**config.mk**
```make
export PLATFORM = sky130hd
export DESIGN_NAME = bram_sweep
export DESIGN_NICKNAME = d
export VERILOG_FILES = /design/src/rtl/bram_sweep.sv
export SDC_FILE = /design/constraint.sdc
export NUM_CORES = 1
export LEC_CHECK = 0
export CAP_MARGIN = 0
export CORE_UTILIZATION = 53
export DETAILED_ROUTE_END_ITERATION = 10
export PLACE_DENSITY = 0.78
export SLEW_MARGIN = 20
export SYNTH_ARGS = -nofsm -noshare
export SYNTH_HDL_FRONTEND = slang
export SYNTH_SLANG_ARGS = --single-unit
```
**constraint.sdc**
```tcl
create_clock -name clk -period 4.6 [get_ports clk]
set_clock_uncertainty 0.1 [all_clocks]
set_input_delay 0.46 -clock clk [delete_from_list [all_inputs] [get_ports clk]]
set_output_delay 0.46 -clock clk [all_outputs]
set_load 0.03 [all_outputs]
```
**src/rtl/bram_sweep.sv**
```systemverilog
// bram_sweep: autonomous fill/verify engine for one block RAM.
module bram_sweep #(
  parameter int MEM_SELECT_BITS = 5,
  parameter int ADDR_BITS = 8,
  parameter int DATA_BITS = 16
) (
  input  logic                       clk,
  input  logic                       resetn,
  input  logic                       start,
  input  logic                       abort,
  input  logic [1:0]                 mode,
  input  logic                       pat_inc,
  input  logic [MEM_SELECT_BITS-1:0] blk,
  input  logic [DATA_BITS-1:0]       seed,
  output logic                       busy,
  output logic                       done,
  output logic [ADDR_BITS:0]         err_count,
  output logic [ADDR_BITS-1:0]       first_err_addr,
  output logic [MEM_SELECT_BITS-1:0] mem_select,
  output logic [ADDR_BITS-1:0]       mem_addr,
  output logic [DATA_BITS-1:0]       mem_in,
  output logic                       wr_en,
  output logic                       rd_en,
  input  logic [DATA_BITS-1:0]       mem_out
);
  typedef enum logic [2:0] {IDLE, WRITE, READ, DRAIN, DONE} state_t;
  state_t state, nxt_state;
  logic [ADDR_BITS-1:0] cnt, nxt_cnt, addr_d, nxt_first;
  logic [DATA_BITS-1:0] seed_r, nxt_seed, exp_d, exp_pat, pat;
  logic [MEM_SELECT_BITS-1:0] blk_r, nxt_blk;
  logic [1:0] mode_r, nxt_mode;
  logic [ADDR_BITS:0] nxt_err;
  logic inc_r, nxt_inc, cmp_v, acc, last, miss, nxt_busy, active;
  // Outputs are registered from the next state so they line up with the state they describe.
  always_comb begin
    acc = state == IDLE && start;
    last = &cnt;
    active = state == WRITE || state == READ || state == DRAIN;
    nxt_seed = acc ? seed : seed_r;
    nxt_inc = acc ? pat_inc : inc_r;
    nxt_mode = acc ? mode : mode_r;
    nxt_blk = acc ? blk : blk_r;
    nxt_state = state;
    nxt_cnt = cnt;
    case (state)
      IDLE: if (acc) begin
        nxt_state = (mode == 2'b00 || mode == 2'b10) ? WRITE : READ;
        nxt_cnt = '0;
      end
      WRITE: begin
        nxt_cnt = cnt + 1'b1;
        if (last) nxt_state = mode_r == 2'b10 ? READ : DONE;
      end
      READ: begin
        nxt_cnt = cnt + 1'b1;
        if (last) nxt_state = DRAIN;
      end
      DRAIN: nxt_state = DONE;
      default: nxt_state = IDLE;
    endcase
    if (abort && active) begin
      nxt_state = IDLE;
      nxt_cnt = '0;
    end
    pat = nxt_inc ? nxt_seed + DATA_BITS'(nxt_cnt) : nxt_seed;
    exp_pat = inc_r ? seed_r + DATA_BITS'(cnt) : seed_r;
    miss = cmp_v && (state == READ || state == DRAIN) && mem_out != exp_d;
    nxt_err = acc ? '0 : err_count + {{ADDR_BITS{1'b0}}, miss};
    nxt_first = acc ? '0 : (miss && err_count == '0) ? addr_d : first_err_addr;
    nxt_busy = nxt_state == WRITE || nxt_state == READ || nxt_state == DRAIN;
  end
  always_ff @(posedge clk or negedge resetn) begin
    if (!resetn) begin
      state <= IDLE;
      cnt <= '0;
      seed_r <= '0;
      inc_r <= 1'b0;
      mode_r <= '0;
      blk_r <= '0;
      cmp_v <= 1'b0;
      exp_d <= '0;
      addr_d <= '0;
      err_count <= '0;
      first_err_addr <= '0;
      busy <= 1'b0;
      done <= 1'b0;
      mem_select <= '0;
      mem_addr <= '0;
      mem_in <= '0;
      wr_en <= 1'b0;
      rd_en <= 1'b0;
    end else begin
      state <= nxt_state;
      cnt <= nxt_cnt;
      seed_r <= nxt_seed;
      inc_r <= nxt_inc;
      mode_r <= nxt_mode;
      blk_r <= nxt_blk;
      cmp_v <= state == READ;
      exp_d <= exp_pat;
      addr_d <= cnt;
      err_count <= nxt_err;
      first_err_addr <= nxt_first;
      busy <= nxt_busy;
      done <= nxt_state == DONE;
      mem_select <= nxt_busy ? nxt_blk : '0;
      mem_addr <= (nxt_state == WRITE || nxt_state == READ) ? nxt_cnt : '0;
      mem_in <= nxt_state == WRITE ? pat : '0;
      wr_en <= nxt_state == WRITE;
      rd_en <= nxt_state == READ;
    end
  end
endmodule

```
==> impl_metrics.env <==
export IMPL_synth_largest_area_cell="dfrtp_1"
export IMPL_post_cts_buffers=0
export IMPL_yosysUniqueCellTypes=57
export IMPL_track_usage=0.258
export IMPL_die_y_um=104
export IMPL_num_vias=4337
export IMPL_rsz0062_at_grt="false"
export IMPL_area_growth_synth_to_final_pct=23.6
export IMPL_cp_endpoint="mem_in[7]$_DFF_PN0_"
export IMPL_dp_cells=766
export IMPL_slew_violations=0
export IMPL_finalNetCount=709
export IMPL_cp_start_kind="flip-flop"
export IMPL_final_cells=782
export IMPL_critPathKind="flip-flop to flip-flop"
export IMPL_grt_overflow_total=0
export IMPL_synth_avg_cell_area_um2=9.95
export IMPL_place_ws_ns=0.843
export IMPL_cp_arrival_ns=3.84
export IMPL_power_density_nw_per_um2=556
export IMPL_critPathMaxFanout=11
export IMPL_fin_crit_ns=3.68
export IMPL_tns_ns=0
export IMPL_met1_length_um=5940
export IMPL_worst_hold_slack_ns=0.0913
export IMPL_firstDrtPassIters=5
export IMPL_hold_path_class="primary input to async pin"
export IMPL_clk_pin_slew_ns=0.10
export IMPL_syn_cell_area_um2=5460
export IMPL_status="finished clean"
export IMPL_ys_async_sr_fraction=1.00
export IMPL_cts_sinks=110
export IMPL_io_buffers=93
export IMPL_drtIter0Drc=221
export IMPL_fmax_mhz=272
export IMPL_die_area_um2=10700
export IMPL_postCtsResizedCells=0
export IMPL_htreeDepth=3
export IMPL_finalHoldViolCount=0
export IMPL_netlist_instances=549
export IMPL_cts_path_max_buffers=2
export IMPL_cts_hold_buffers=0
export IMPL_gp_congestion=0.944
export IMPL_layout_setup_ws_ns=0.922
export IMPL_crit_required_ns=4.76
export IMPL_via_per_inst=5.55
export IMPL_synth_seq_cells=110
export IMPL_cts_tree="yes"
export IMPL_ios=94
export IMPL_p_leak_nw=3.10
export IMPL_grt_start_max_net_pins=75
export IMPL_drive_above_1_share=0.0555
export IMPL_utilization=0.684
export IMPL_top_layer="met4"
export IMPL_setup_viol=0
export IMPL_rows=36
export IMPL_grt_pass1_vias=4287
export IMPL_worstMarginPinSlew_ns=0.913
export IMPL_die_w_um=104
export IMPL_r2r_cells=11
export IMPL_grt_pass1_wl_um=21800
export IMPL_period_share=0.799
export IMPL_cp_end_kind="flip-flop"
export IMPL_core_area_um2=9860
export IMPL_wl_per_cell_um=16.7
export IMPL_route_met2_wl_um=6100
export IMPL_r2r_end="mem_in[7]$_DFF_PN0_"
export IMPL_ir_worst_vdd_uv=289
export IMPL_rrSetupSlack_ns=0.92
export IMPL_reg2reg_from="state[1]$_DFF_PN0_"
export IMPL_clk_latency_ns=0.37
export IMPL_ant_nets=0
export IMPL_setup_worst_path_start="state[1]$_DFF_PN0_"
export IMPL_max_slew_margin=0.391
export IMPL_drv_cap=0
export IMPL_start_util=0.554
export IMPL_synthesis_nets=614
export IMPL_met3_wirelength_um=796
export IMPL_wl_um=13100
export IMPL_yosysTopAreaCellShare=0.504
export IMPL_synth_edf_count=0
export IMPL_n_antenna_cell=0
export IMPL_yosysWarningCount=0
export IMPL_drc=0
export IMPL_cts_buffers=9
export IMPL_grt_antenna_before_repair=0
export IMPL_hpwl_um=9660
export IMPL_yosys_top_cells_area="dfrtp_1 (50%), nand2_1 (6.1%), xnor2_1 (4.6%), ha_1 (4.4%), a21oi_1 (3.1%)"
export IMPL_synth_seq_area_share=0.504
export IMPL_ys_flop_type="dfrtp_1"
export IMPL_cts_root_buffer="clkbuf_8"
## worst max-delay path, stage by stage, from the launching register on
cell	delay (ns)
dfrtp_1	0.62
xnor2_1	0.17
nor2_1	0.41
nor3_1	0.12
o21ai_0	0.48
inv_1	0.14
ha_1	0.34
a211oi_1	0.25
o21ai_1	0.23
o31ai_1	0.31
xor2_1	0.12
a211oi_1	0.28
## synth_stat cells, types with 5 or more instances
cell,n
dfrtp_1,110
nand3_1,19
clkbuf_1,5
nand4_1,7
nand2_1,89
mux2i_1,14
and4_1,5
inv_1,25
nor4_1,5
nor2_1,42
and3_1,7
buf_2,6
nor3_1,10
ha_1,19
a211oi_1,9
mux2_2,5
a21o_1,6
xnor2_1,29
xor2_1,18
o21ai_0,17
and2_1,8
a21oi_1,34
## worst min path at each step
stage	startpoint	to	slack, ns	cells after the start
after floorplan	resetn	addr_d[0]$_DFF_PN0_	0.06	0
after global placement	blk_r[0]$_DFF_PN0_	blk_r[0]$_DFF_PN0_	0.35	2
after detailed placement	blk_r[4]$_DFF_PN0_	blk_r[4]$_DFF_PN0_	0.36	2
after CTS	resetn	err_count[4]$_DFF_PN0_	0.15	1
after global routing	resetn	err_count[4]$_DFF_PN0_	0.18	1
final	resetn	err_count[4]$_DFF_PN0_	0.09	1
## flip-flops by register name (all words and copies together) (netlist names)
signal,cells
addr_d,8
blk_r,5
busy,1
cmp_v,1
cnt,8
done,1
err_count,9
exp_d,16
first_err_addr,8
inc_r,1
mem_addr,8
mem_in,16
mem_select,5
mode_r,2
rd_en,1
seed_r,16
state,3
wr_en,1
## cell families (layout without fill, tap and decap cells)
family,count (synthesis),after routing,synth area share
mux,19,19,0.0359
flops,110,110,0.504
fa+ha+maj,21,21,0.0508
compound gates,99,99,0.118
buf+inv,41,141,0.0309
xor+xnor,47,47,0.0753
simple gates,212,212,0.185
## layout make-up
cell class	count	area, um2
Multi-Input combinational cell	398	2540
Tap cell	133	166
Sequential cell	110	2750
Fill cell	746	3110
Clock buffer	12	145
Clock inverter	4	70.1
Timing Repair Buffer	100	981
Inverter	25	93.8
## power breakdown
group / internal, W / total [W] / switching, W
registers: 0.00124 / 0.00147 / 0.000226
logic: 0.000664 / 0.00165 / 0.000988
clock network: 0.000321 / 0.000629 / 0.000308
## per-stage QoR
step,instance area (um2),power (W)
after floorplan,5460,0.00258
after global placement,6540,0.00309
after detailed placement,6540,0.00312
after CTS,6750,0.00375
after global routing,6750,0.00400
final,6750,0.00375
## per-layer routing
| metal | track usage | vias up |
|---|---|---|
| met2 | 0.411 | 153 |
| met1 | 0.367 | 2077 |
| met3 | 0.0308 | 17 |
| met5 | 0 | - |
| li1 | - | 2090 |
| met4 | 0.0932 | 0 |
## cell usage in the layout (no fill, tap or decap), types with 10 or more instances in the layout
cell type / synthesis / layout
dfrtp_1: 110 / 110
clkdlybuf4s50_1: 0 / 92
nand2_1: 89 / 89
xnor2_1: 29 / 29
o21ai_0: 17 / 17
mux2i_1: 14 / 14
a21oi_1: 34 / 34
ha_1: 19 / 19
inv_1: 25 / 25
nand3_1: 19 / 19
nor2_1: 42 / 42
nor3_1: 10 / 10
clkbuf_8: 0 / 10
xor2_1: 18 / 18
Power figures use the tool's default switching activity.
